--- config.mk ---
export PLATFORM = sky130hd
export DESIGN_NAME = neo_crom_fetch_flat
export DESIGN_NICKNAME = d
export VERILOG_FILES = /design/src/rtl/neo_crom_fetch_if.sv /design/src/rtl/neo_crom_fetch.sv /design/src/flat_wrapper.sv
export SDC_FILE = /design/constraint.sdc
export NUM_CORES = 1
export LEC_CHECK = 0
export ABC_AREA = 1
export CAP_MARGIN = 20
export CORE_ASPECT_RATIO = 1.75
export CORE_MARGIN = 3
export CORE_UTILIZATION = 45
export CTS_CLUSTER_SIZE = 8
export DETAILED_ROUTE_END_ITERATION = 10
export GPL_ROUTABILITY_DRIVEN = 0
export PLACE_DENSITY_LB_ADDON = 0.08
export SLEW_MARGIN = 10
export SYNTH_ARGS = -nofsm -noshare
export SYNTH_HDL_FRONTEND = slang
export SYNTH_SLANG_ARGS = --single-unit
--- constraint.sdc ---
create_clock -name clk -period 2 [get_ports clk]
set_input_delay 0.5 -clock clk [delete_from_list [all_inputs] [get_ports clk]]
set_output_delay 0.5 -clock clk [all_outputs]
set_load 0.02 [all_outputs]
--- src/rtl/neo_crom_fetch_if.sv ---
// SDRAM read-port bundle between the C-ROM fetch unit (master) and the SDRAM controller (slave).
interface neo_crom_fetch_if #(
  parameter int ADDR_W = 27
);
  logic              sdr_req;
  logic [ADDR_W-1:0] sdr_addr;
  logic              sdr_ack;
  logic [63:0]       sdr_data;
  logic              sdr_ready;

  modport master (
    output sdr_req,
    output sdr_addr,
    input  sdr_ack,
    input  sdr_data,
    input  sdr_ready
  );

  modport slave (
    input  sdr_req,
    input  sdr_addr,
    output sdr_ack,
    output sdr_data,
    output sdr_ready
  );
endinterface

--- src/rtl/neo_crom_fetch.sv ---
// C-ROM sprite fetch: turns each PCK1B rising edge into one 64-bit SDRAM read and holds the result.
// Optional statistics outputs (stat_reqs, stat_maxlat) are built when NEO_CROM_STATS_EN is defined.
module neo_crom_fetch #(
  parameter int                ADDR_W    = 27,
  parameter logic [ADDR_W-1:0] CROM_BASE = ADDR_W'(27'h0200000),
  parameter int                TIMEOUT   = 64
) (
  input  logic                    clk,
  input  logic                    rst_n,
  input  logic                    pck1b,
  input  logic [19:0]             c_latch,
  input  logic                    ca4,
  neo_crom_fetch_if.master        sdr,
  output logic [63:0]             cr_data,
  output logic                    cr_valid,
  output logic                    overrun,
  output logic                    timeout_err
`ifdef NEO_CROM_STATS_EN
  ,
  output logic [15:0]             stat_reqs,
  output logic [7:0]              stat_maxlat
`endif
);

  typedef enum logic [1:0] {
    S_IDLE,
    S_REQ,
    S_WAIT
  } state_t;

  localparam logic [7:0] TMO_LAST = 8'(TIMEOUT - 1);

  state_t            state_reg, state_next;
  logic              pck_d_reg;
  logic              req_reg, req_next;
  logic [ADDR_W-1:0] addr_reg, addr_next;
  logic              pend_reg, pend_next;
  logic [ADDR_W-1:0] paddr_reg, paddr_next;
  logic [7:0]        cnt_reg, cnt_next;
  logic [63:0]       data_reg, data_next;
  logic              valid_reg, valid_next;
  logic              ovr_reg, ovr_next;
  logic              tmo_reg, tmo_next;

  logic              trig;
  logic [ADDR_W-1:0] addr_cap;
  logic              busy_trig;
  logic              eff_pend;
  logic [ADDR_W-1:0] eff_paddr;
  logic              done;

  assign trig     = pck1b & ~pck_d_reg;
  assign addr_cap = CROM_BASE + ADDR_W'({c_latch, ca4, 3'b000});

  // A trigger arriving while busy is folded into the pending slot before any
  // exit decision, so a trigger coincident with completion is issued at once.
  assign busy_trig = trig && (state_reg != S_IDLE);
  assign eff_pend  = pend_reg | busy_trig;
  assign eff_paddr = busy_trig ? addr_cap : paddr_reg;

  always_ff @(posedge clk or negedge rst_n) begin
    if (!rst_n) begin
      state_reg <= S_IDLE;
      pck_d_reg <= 1'b1;
      req_reg   <= 1'b0;
      addr_reg  <= '0;
      pend_reg  <= 1'b0;
      paddr_reg <= '0;
      cnt_reg   <= '0;
      data_reg  <= '0;
      valid_reg <= 1'b0;
      ovr_reg   <= 1'b0;
      tmo_reg   <= 1'b0;
    end else begin
      state_reg <= state_next;
      pck_d_reg <= pck1b;
      req_reg   <= req_next;
      addr_reg  <= addr_next;
      pend_reg  <= pend_next;
      paddr_reg <= paddr_next;
      cnt_reg   <= cnt_next;
      data_reg  <= data_next;
      valid_reg <= valid_next;
      ovr_reg   <= ovr_next;
      tmo_reg   <= tmo_next;
    end
  end

  always_comb begin
    state_next = state_reg;
    req_next   = req_reg;
    addr_next  = addr_reg;
    pend_next  = pend_reg;
    paddr_next = paddr_reg;
    cnt_next   = cnt_reg;
    data_next  = data_reg;
    valid_next = 1'b0;
    ovr_next   = ovr_reg;
    tmo_next   = tmo_reg;
    done       = 1'b0;

    if (busy_trig && pend_reg) begin
      ovr_next = 1'b1;
    end

    case (state_reg)
      S_IDLE: begin
        if (trig) begin
          addr_next  = addr_cap;
          req_next   = 1'b1;
          state_next = S_REQ;
        end
      end
      S_REQ: begin
        if (sdr.sdr_ack) begin
          req_next   = 1'b0;
          cnt_next   = '0;
          state_next = S_WAIT;
          // Data in the acknowledge cycle completes the transfer immediately.
          if (sdr.sdr_ready) begin
            data_next  = sdr.sdr_data;
            valid_next = 1'b1;
            done       = 1'b1;
          end
        end
      end
      S_WAIT: begin
        if (sdr.sdr_ready) begin
          data_next  = sdr.sdr_data;
          valid_next = 1'b1;
          done       = 1'b1;
        end else if (cnt_reg == TMO_LAST) begin
          tmo_next = 1'b1;
          done     = 1'b1;
        end else begin
          cnt_next = cnt_reg + 8'd1;
        end
      end
      default: begin
        state_next = S_IDLE;
        req_next   = 1'b0;
      end
    endcase

    if (done) begin
      pend_next = 1'b0;
      if (eff_pend) begin
        req_next   = 1'b1;
        addr_next  = eff_paddr;
        state_next = S_REQ;
      end else begin
        state_next = S_IDLE;
      end
    end else if (state_reg != S_IDLE) begin
      pend_next  = eff_pend;
      paddr_next = eff_paddr;
    end
  end

  assign sdr.sdr_req  = req_reg;
  assign sdr.sdr_addr = addr_reg;
  assign cr_data      = data_reg;
  assign cr_valid     = valid_reg;
  assign overrun      = ovr_reg;
  assign timeout_err  = tmo_reg;

`ifdef NEO_CROM_STATS_EN
  logic [15:0] reqs_reg;
  logic [7:0]  lat_reg;
  logic [7:0]  maxlat_reg;
  logic        issue;
  logic        take_ack;
  logic        take_ready;

  assign issue      = ((state_reg == S_IDLE) && trig) || (done && eff_pend);
  assign take_ack   = (state_reg == S_REQ) && sdr.sdr_ack;
  assign take_ready = (take_ack && sdr.sdr_ready) || ((state_reg == S_WAIT) && sdr.sdr_ready);

  // lat_reg equals the number of edges since the request was raised.
  always_ff @(posedge clk or negedge rst_n) begin
    if (!rst_n) begin
      reqs_reg   <= '0;
      lat_reg    <= '0;
      maxlat_reg <= '0;
    end else begin
      if (take_ack && (reqs_reg != 16'hFFFF)) begin
        reqs_reg <= reqs_reg + 16'd1;
      end
      if (issue) begin
        lat_reg <= 8'd1;
      end else if (lat_reg != 8'hFF) begin
        lat_reg <= lat_reg + 8'd1;
      end
      if (take_ready && (lat_reg > maxlat_reg)) begin
        maxlat_reg <= lat_reg;
      end
    end
  end

  assign stat_reqs   = reqs_reg;
  assign stat_maxlat = maxlat_reg;
`endif

endmodule

--- src/flat_wrapper.sv ---
// flat-port wrapper written by rule: the top's interface ports become plain ports
module neo_crom_fetch_flat 
#(
  parameter int                ADDR_W    = 27,
  parameter logic [ADDR_W-1:0] CROM_BASE = ADDR_W'(27'h0200000),
  parameter int                TIMEOUT   = 64
)
  (clk, rst_n, pck1b, c_latch, ca4, cr_data, cr_valid, overrun, timeout_err, sdr_sdr_req, sdr_sdr_addr, sdr_sdr_ack, sdr_sdr_data, sdr_sdr_ready);
  neo_crom_fetch_if #(.ADDR_W(ADDR_W)) sdr_i ();
  input  logic clk;
  input  logic rst_n;
  input  logic pck1b;
  input  logic [19:0] c_latch;
  input  logic ca4;
  output logic [63:0] cr_data;
  output logic cr_valid;
  output logic overrun;
  output logic timeout_err;
  output wire logic [$bits(sdr_i.sdr_req)-1:0] sdr_sdr_req;
  output wire logic [$bits(sdr_i.sdr_addr)-1:0] sdr_sdr_addr;
  input wire logic [$bits(sdr_i.sdr_ack)-1:0] sdr_sdr_ack;
  input wire logic [$bits(sdr_i.sdr_data)-1:0] sdr_sdr_data;
  input wire logic [$bits(sdr_i.sdr_ready)-1:0] sdr_sdr_ready;
  assign sdr_sdr_req = sdr_i.sdr_req;
  assign sdr_sdr_addr = sdr_i.sdr_addr;
  assign sdr_i.sdr_ack = sdr_sdr_ack;
  assign sdr_i.sdr_data = sdr_sdr_data;
  assign sdr_i.sdr_ready = sdr_sdr_ready;
  neo_crom_fetch #(.ADDR_W(ADDR_W), .CROM_BASE(CROM_BASE), .TIMEOUT(TIMEOUT)) u_core (.clk(clk), .rst_n(rst_n), .pck1b(pck1b), .c_latch(c_latch), .ca4(ca4), .sdr(sdr_i), .cr_data(cr_data), .cr_valid(cr_valid), .overrun(overrun), .timeout_err(timeout_err));
endmodule
==> run metrics <==
Post-CTS Hold Buffers 0; io pins 185; combinational family with the most area after synthesis simple AND/OR/NAND/NOR gates; Post-CTS Repair Setup Buffers 0; Min-Delay Path Class in -> async; outcome completed; Switching Fraction 0.362; detailed-placement wirelength estimate 11100 um; Seq pwr share 0.306; Pwr per Cell Area 1690 nW/um2; DR iter-0 viols 230; Worst-Skew Late Latency 0.41 ns; post-synthesis mux area share 0.122; # DRC 0; RSZ-0062 raised after global routing no; Arr. time, crit path 1.41 ns; Die ar. 14600 um2; vias in the first global route 4992; CP peak stage delay 0.63 ns; Worst EP required 1.50 ns; crit path kind reg -> out; Area Growth Syn to Fin 47.6%; Slew HR 0.674; LEAKAGE 4.01 nW; CTS root buffer clkbuf_16; Vias/cell 4.90; clock skew 0.00540 ns; startpoint class of the critical path register; R2R Setup Slk 0.15 ns; Congestion Overflow GR 0; # resized after CTS 0; peak supply drop 0.000889 V; final worst setup slack 0.0907 ns; Final ANT Viol Nets 0; post-synthesis cell type count 27; Pint 0.00942 W; cell family with most CP delay buffers and inverters; Final Hold Fails 0; Combinational Power Share 0.469; simple-gate portion of the synthesized area 0.177; worst hold-check slack 0.0257 ns; largest net degree at the start of global routing 57; Core ar. 12600 um2; first-pass GRT wire length 24700 um; pre-CTS WS -0.112 ns; Total Routed Length 15000 um; sequential-to-total area share from yosys stat 0.567; P_sw 0.00535 W; instance count of the mapped netlist 602; Starting Density 0.468; Max Freq 524 MHz; compound-gate portion of the synthesized area 0.0598; Synth warnings 0; num rows 54; share of layout cells above drive strength 1 0.166; Clock transition at path regs 0.06 ns; post-synth top area share 0.562; min Tclk post-route 1.91 ns; xor and xnor area share after synthesis 0.00444; maxcap violations 0; ANT cells 0; number of flip-flops in the largest register 64; TritonCTS clock tree yes; initial antenna violation count 0; worst-margin pin slew 0.489 ns; Die X 92.7 um; Avg Inst Size Synth 9.83 um2; Die Y 158 um; # fillers 984; WL per Instance 15.3 um; cts bufs inserted 17; post-synthesis register bit count 134; worst path cell trace clkdlybuf4s50_1; number of setup violations in the final report 0; DR vias 4814; crit path max-delay cell type clkdlybuf4s50_1; Overall Global Routing Usage 0.215; Yosys top cell by area dfrtp_1; Post-Syn Nets 700; clock sink count 134; period utilization 0.955; port bufs 184; Worst Setup End Kind output pin; Pre-antenna DRT Iters 4; WP buf/inv 1; Slew Limit Fails 0; clk buf depth 2; Synth Cell Area 5920 um2; post-synthesis adder-cell area fraction 0.0169; Clock Power Share 0.226; nets 899; H-tree levels 4; largest cells by area after synthesis dfrtp_1, mux2_2, nand2_1; Critical Path Fanout Max 2
[path summary, 6_finish.rpt]
path	from	to	cells past startpoint
max	u_core.sdr.sdr_addr[23]	sdr_sdr_addr[23]	1
min	rst_n	u_core.cr_data[45]	1
max reg2reg	u_core.state_reg[1]	u_core.cr_data[3]	7
min reg2reg	u_core.timeout_err	u_core.timeout_err	1
max in group asynchronous	rst_n	u_core.paddr_reg[1]	2
min in group clk	u_core.timeout_err	u_core.timeout_err	1
[metrics by stage]
step                       util  power [W]  area [um2]  setup TNS [ns]  instances
final                     0.691     0.0148        8730               0        982
after global routing      0.691     0.0157        8730               0        982
after CTS                 0.691     0.0150        8730               0        982
after detailed placement  0.641     0.0115        8100           -2.43        950
after global placement    0.641     0.0113        8100          -0.115        950
after floorplan               -    0.00842        5920               0        602
[cell type report]
| class | count | area [um2] | share of cell area |
|---|---|---|---|
| clock buffer | 19 | 443 | 0.0507 |
| sequential | 134 | 3350 | 0.384 |
| clock inverter | 13 | 196 | 0.0225 |
| tap | 168 | 210 | 0.0241 |
| timing repair buffer | 209 | 2120 | 0.243 |
| inverter | 42 | 158 | 0.0180 |
| multi-input combinational | 397 | 2250 | 0.258 |
[cell usage in the layout (no fill, tap or decap), types with 4 or more instances in the layout]
cell type	count
nand2_2	5
clkbuf_16	17
o21ai_0	40
nand3_1	42
buf_4	18
buf_12	7
nor2_1	25
dfrtp_1	133
clkinv_4	5
nand2_1	171
ha_1	8
mux2_2	64
a21oi_1	24
inv_1	41
bufinv_16	4
clkdlybuf4s50_1	183
[cell families after synthesis]
family                   Yosys count
AO/OA/AOI/OAI                     69
XOR/XNOR                           3
adder cells (fa/ha/maj)            8
buffers and inverters             71
flip-flops                       134
multiplexers                      64
AND/OR/NAND/NOR                  253
[Yosys cell counts]
cell,n
a21oi_1,24
buf_1,3
buf_2,18
buf_4,1
buf_6,3
clkbuf_1,4
dfrtp_1,133
dfstp_2,1
ha_1,8
inv_1,41
inv_2,1
mux2_2,64
nand2_1,173
nand2_2,3
nand3_1,42
nand3_4,1
nand4_1,1
nor2_1,26
nor2_2,2
nor2_4,1
nor3_1,2
o21ai_0,40
o21ai_1,1
o21bai_1,3
o22ai_1,1
or2_2,2
xor2_1,3
[power by group through the flow]
stage | clock, W | combinational (W) | sequential [W]
after floorplan | 0 | 0.00274 | 0.00567
after global placement | 0 | 0.00682 | 0.00450
after detailed placement | 0 | 0.00698 | 0.00457
after CTS | 0.00341 | 0.00701 | 0.00453
after global routing | 0.00352 | 0.00748 | 0.00468
final | 0.00333 | 0.00692 | 0.00452
[routing by layer]
| layer | track usage | up-vias | part of all wire | wire length, um |
|---|---|---|---|---|
| met4 | 0.0839 | 0 | 0.028 | 423 |
| met3 | 0.0509 | 30 | 0.047 | 710 |
| met1 | 0.241 | 2303 | 0.38 | 5770 |
| met5 | 0 | - | 0 | 0 |
| met2 | 0.391 | 135 | 0.54 | 8130 |
| li1 | - | 2346 | - | - |
No activity file was read; power rests on OpenSTA's default activity.
